`config.mk`:
```
export PLATFORM = sky130hd
export DESIGN_NAME = trdb_trace_buffer
export DESIGN_NICKNAME = d
export VERILOG_FILES = /design/src/rtl/trdb_trace_buffer.sv
export SDC_FILE = /design/constraint.sdc
export NUM_CORES = 1
export LEC_CHECK = 0
export ABC_AREA = 1
export ABC_CLOCK_PERIOD_IN_PS = 5200
export BUFFER_PORTS_ARGS = -buffer_cell sky130_fd_sc_hd__buf_2
export CAP_MARGIN = 0
export CORE_UTILIZATION = 45
export CTS_BUF_LIST = sky130_fd_sc_hd__clkbuf_4 sky130_fd_sc_hd__clkbuf_8
export CTS_CLUSTER_DIAMETER = 30
export DETAILED_ROUTE_END_ITERATION = 12
export SLEW_MARGIN = 20
export SYNTH_ARGS = -nofsm -noshare
export SYNTH_HDL_FRONTEND = slang
export SYNTH_SLANG_ARGS = --single-unit
```
`constraint.sdc`:
```
create_clock -name clk_i -period 5.2 [get_ports clk_i]
set_clock_uncertainty 0.2 [all_clocks]
set_input_delay 0.78 -clock clk_i [delete_from_list [all_inputs] [get_ports clk_i]]
set_output_delay 0.78 -clock clk_i [all_outputs]
set_load 0.02 [all_outputs]
```
`src/rtl/trdb_trace_buffer.sv`:
```
// Circular capture FIFO for aligned trace packet words, drained by a host reader.
// Tracks occupancy, sticky overflow, a saturating dropped-word count and a level interrupt.
module trdb_trace_buffer #(
    parameter int unsigned XLEN   = 32,
    parameter int unsigned DEPTH  = 16,
    parameter int unsigned THRESH = 8
) (
    input  logic                         clk_i,
    input  logic                         rst_ni,
    input  logic [XLEN-1:0]              word_i,
    input  logic                         word_valid_i,
    input  logic                         read_req_i,
    output logic [XLEN-1:0]              read_data_o,
    output logic                         read_valid_o,
    input  logic                         flush_i,
    input  logic                         clear_ovf_i,
    output logic [$clog2(DEPTH+1)-1:0]   level_o,
    output logic                         overflow_o,
    output logic [15:0]                  lost_cnt_o,
    output logic                         irq_o
);

    localparam int unsigned AW = (DEPTH > 1) ? $clog2(DEPTH) : 1;
    localparam int unsigned LW = $clog2(DEPTH+1);

    logic [XLEN-1:0] mem [DEPTH];

    logic [AW-1:0]   wp_reg, wp_next;
    logic [AW-1:0]   rp_reg, rp_next;
    logic [LW-1:0]   level_reg, level_next;
    logic            ovf_reg, ovf_next;
    logic [15:0]     lost_reg, lost_next, lost_base;
    logic            irq_reg, irq_next;
    logic [XLEN-1:0] rdata_reg;
    logic            rvalid_reg;
    logic            empty, full, rd, wr, drop;

    always_comb begin
        empty      = (level_reg == '0);
        full       = (level_reg == LW'(DEPTH));
        // A flush discards any same-cycle read, write or drop.
        rd         = read_req_i && !empty && !flush_i;
        wr         = word_valid_i && (!full || rd) && !flush_i;
        drop       = word_valid_i && full && !rd && !flush_i;

        wp_next    = wp_reg;
        rp_next    = rp_reg;
        level_next = level_reg;
        ovf_next   = ovf_reg;
        lost_base  = lost_reg;
        lost_next  = lost_reg;

        if (flush_i) begin
            wp_next    = '0;
            rp_next    = '0;
            level_next = '0;
            ovf_next   = 1'b0;
            lost_next  = '0;
        end else begin
            if (wr) wp_next = wp_reg + AW'(1);
            if (rd) rp_next = rp_reg + AW'(1);
            if (wr && !rd)      level_next = level_reg + LW'(1);
            else if (rd && !wr) level_next = level_reg - LW'(1);

            // A drop in the same cycle as a clear is counted after the clear.
            if (clear_ovf_i) begin
                lost_base = '0;
                ovf_next  = 1'b0;
            end
            lost_next = lost_base;
            if (drop) begin
                ovf_next  = 1'b1;
                lost_next = (lost_base == 16'hFFFF) ? lost_base : lost_base + 16'd1;
            end
        end

        irq_next = (level_next >= LW'(THRESH)) || ovf_next;
    end

    always_ff @(posedge clk_i) begin
        if (wr) mem[wp_reg] <= word_i;
    end

    always_ff @(posedge clk_i or negedge rst_ni) begin
        if (!rst_ni) begin
            wp_reg     <= '0;
            rp_reg     <= '0;
            level_reg  <= '0;
            ovf_reg    <= 1'b0;
            lost_reg   <= '0;
            irq_reg    <= 1'b0;
            rvalid_reg <= 1'b0;
        end else begin
            wp_reg     <= wp_next;
            rp_reg     <= rp_next;
            level_reg  <= level_next;
            ovf_reg    <= ovf_next;
            lost_reg   <= lost_next;
            irq_reg    <= irq_next;
            rvalid_reg <= rd;
        end
    end

    always_ff @(posedge clk_i or negedge rst_ni) begin
        if (!rst_ni)  rdata_reg <= '0;
        else if (rd)  rdata_reg <= mem[rp_reg];
    end

    assign read_data_o  = rdata_reg;
    assign read_valid_o = rvalid_reg;
    assign level_o      = level_reg;
    assign overflow_o   = ovf_reg;
    assign lost_cnt_o   = lost_reg;
    assign irq_o        = irq_reg;

endmodule
```
==> out/qor.txt <==
Outcome: complete, no violations
H-tree depth: 3
Dpl ws: 1.35 ns
Worst Path Required: 5.29 ns
Post-DP HPWL: 36.1 mm
Critical path class: flop to flop
Metal-1 WL: 26.6 mm
Final nets: 2178
GP Congestion: 0.875
Worst R2R Start: level_o[0]$_DFF_PN0_
IO Pins: 94
Max-slew violation count: 0
Root Driver: clkbuf_8
Grt ovf: 0
Sequential Area: 0.0170 mm2
DR iter-0 viols: 1271
Slew margin rel.: 23.6%
Wire per inst: 21.4 um
Worst setup EP type: flop
DR pass1 iterations: 5
CTS max path bufs: 3
Final worst path period share: 63.4%
Area leader, netlist: edfxtp_1
Worst vdd ir: 0.199 mV
Inserted Clock Buffers: 116
Final setup viols: 0
Mapped Nets: 2054
Die area: 0.0534 mm2
Crit Path Max Fanout: 32
Row Count: 83
Yosys top cell area share: 65.1%
Least-Margin Pin Slew: 1.14 ns
Final min period: 3.30 ns
Number of global-route vias before repair: 15500
Register area share after synthesis: 71.8%
Fill cells: 4366
CTS tree: done
Fmax: 0.303 GHz
CTS sink count: 576
First-pass GRT wire length: 94.2 mm
Top Metal Used: met4
Setup bufs post-CTS: 0
HP Class: input port to async pin
Max reg flops: 512
Antenna violations before repair: 2
Gate Count Post-Synth: 2007
Final ANT Viol Nets: 0
Hold Vio Cnt, Final: 0
Leak pwr: 10.1 nW
FF+latch count, synth: 576
Reg with most FFs: mem
Setup crit start: level_o[0]$_DFF_PN0_
Commonest non-fill, non-tap cell in the layout: edfxtp_1
DRC violations left: 0
Yosys warning count: 0
Avg Vias per Cell: 5.43
Die Ht: 231 um
GR Util All Layers: 23.6%
Setup TNS: 0 ns
Synth cell types: 31
Synth area leaders: edfxtp_1 65%, nand2_1 7.5%, dfrtp_1 6.8%, nor2_1 4.1%, o21ai_0 4.1%
Worst skew pair latency: 0.70 ns
Startpoint Class: flop
Average cell area after synthesis: 11.8 um2
Setup slack after layout: 1.90 ns
Largest net degree at the start of global routing: 112
Metal2 WL: 30.0 mm
Clock-pin slew on the worst setup and hold paths: 0.05 ns
Power Density: 436 mW/mm2
Detailed-route via count: 15800
Total Wirelength: 62.3 mm
CP arrival: 3.39 ns
Fraction of layout cells with a size suffix above 1: 16.4%
Initial Utilization: 45.8%
Cts repair resizes: 0
Die width: 231 um
Syn-to-layout area delta: 16.8%
IO buf count: 93
Mapped Area: 0.0236 mm2
Multi-input combinational cell area: 0.00604 mm2
Max-cap violations: 0
CTS Hold Bufs: 0
Placeable Area: 0.0516 mm2
Met3 wire len: 3.61 mm
Most frequent cells in the layout: 512 x edfxtp_1, 472 x nand2_1, 243 x nor2_1
Unrepaired setup endpoints after global routing: no
-- power breakdown --
group	internal [mW]	switching (mW)
Combinational	0.407	1.04
Sequential	5.21	0.143
Clock	3.22	2.02
Total	8.83	3.20
-- per-stage QoR --
step                      cells  util, %  cell area [um2]  power, mW  hold slack [ns]
after floorplan            2007        -            23600       6.34            0.284
after global placement     2683     47.8            24600       6.88            0.262
after detailed placement   2683     47.8            24600       6.89            0.264
after CTS                  2902     53.0            27300       12.1           0.0806
after global routing       2913     53.5            27600       12.5            0.126
final                      2913     53.5            27600       12.0           0.0612
-- layer usage --
layer / up-vias / GRT usage, %
li1: 7358 / -
met1: 7844 / 31.5
met2: 512 / 38.6
met3: 117 / 3.74
met4: 0 / 9.77
met5: - / 0
-- logic make-up (layout without fill, tap and decap cells) --
group	Yosys count	after routing	synth area share, %
AOI/OAI and AO/OA	409	409	9.69
buffers and inverters	162	387	3.16
other	0	1	0
DFF	576	576	71.8
and+or+nand+nor	840	840	14.4
xor gates and xnor gates	11	11	0.408
adders and majority gates	9	9	0.476
-- cells in the mapped netlist --
master / instances
nand3_1: 74
buf_1: 6
buf_2: 35
edfxtp_1: 512
nor2_8: 2
nand4_1: 12
ha_1: 9
nand2_2: 5
o21ai_1: 15
a21boi_0: 64
o21ai_0: 194
inv_2: 7
xnor2_1: 2
nand3_4: 2
nand4_2: 2
nor2_2: 1
xor2_1: 9
o22ai_1: 64
buf_6: 10
dfrtp_1: 64
nand2_1: 474
nor3_1: 3
nand2_4: 1
nor3_2: 3
nor2_4: 2
clkbuf_1: 57
a21oi_1: 69
buf_4: 5
nor2_1: 259
inv_1: 42
a31oi_1: 3
-- final timing paths --
| check | cells past startpoint | endpoint | slack, ns |
|---|---|---|---|
| min reg2reg | 2 | read_data_o[0]$_DFFE_PN0P_ | 0.27 |
| max | 7 | mem[4][16]$_DFFE_PP_ | 1.90 |
| min in group clk_i | 3 | rp_reg[2]$_DFFE_PN0P_ | 0.26 |
| max reg2reg | 7 | mem[4][16]$_DFFE_PP_ | 1.90 |
| min | 1 | lost_cnt_o[6]$_DFF_PN0_ | 0.06 |
| max in group asynchronous | 1 | rp_reg[0]$_DFFE_PN0P_ | 4.02 |
-- layout make-up --
class,instances,share of cell area (%)
Inverter,49,0.685
Tap cell,680,3.08
Clock inverter,66,2.70
Antenna cell,1,0.00907
Sequential cell,576,61.5
Timing Repair Buffer,119,3.02
Clock buffer,153,7.09
Multi-Input combinational cell,1269,21.9
-- worst max-delay path: stages (launching register included) --
cell,delay (ns)
dfrtp_1,0.41
inv_1,0.11
ha_1,0.29
nand3_4,0.15
nand3_4,0.08
nand4_2,0.10
nand2_2,0.48
nor2_4,1.04
No activity file was read; power rests on OpenSTA's default activity.
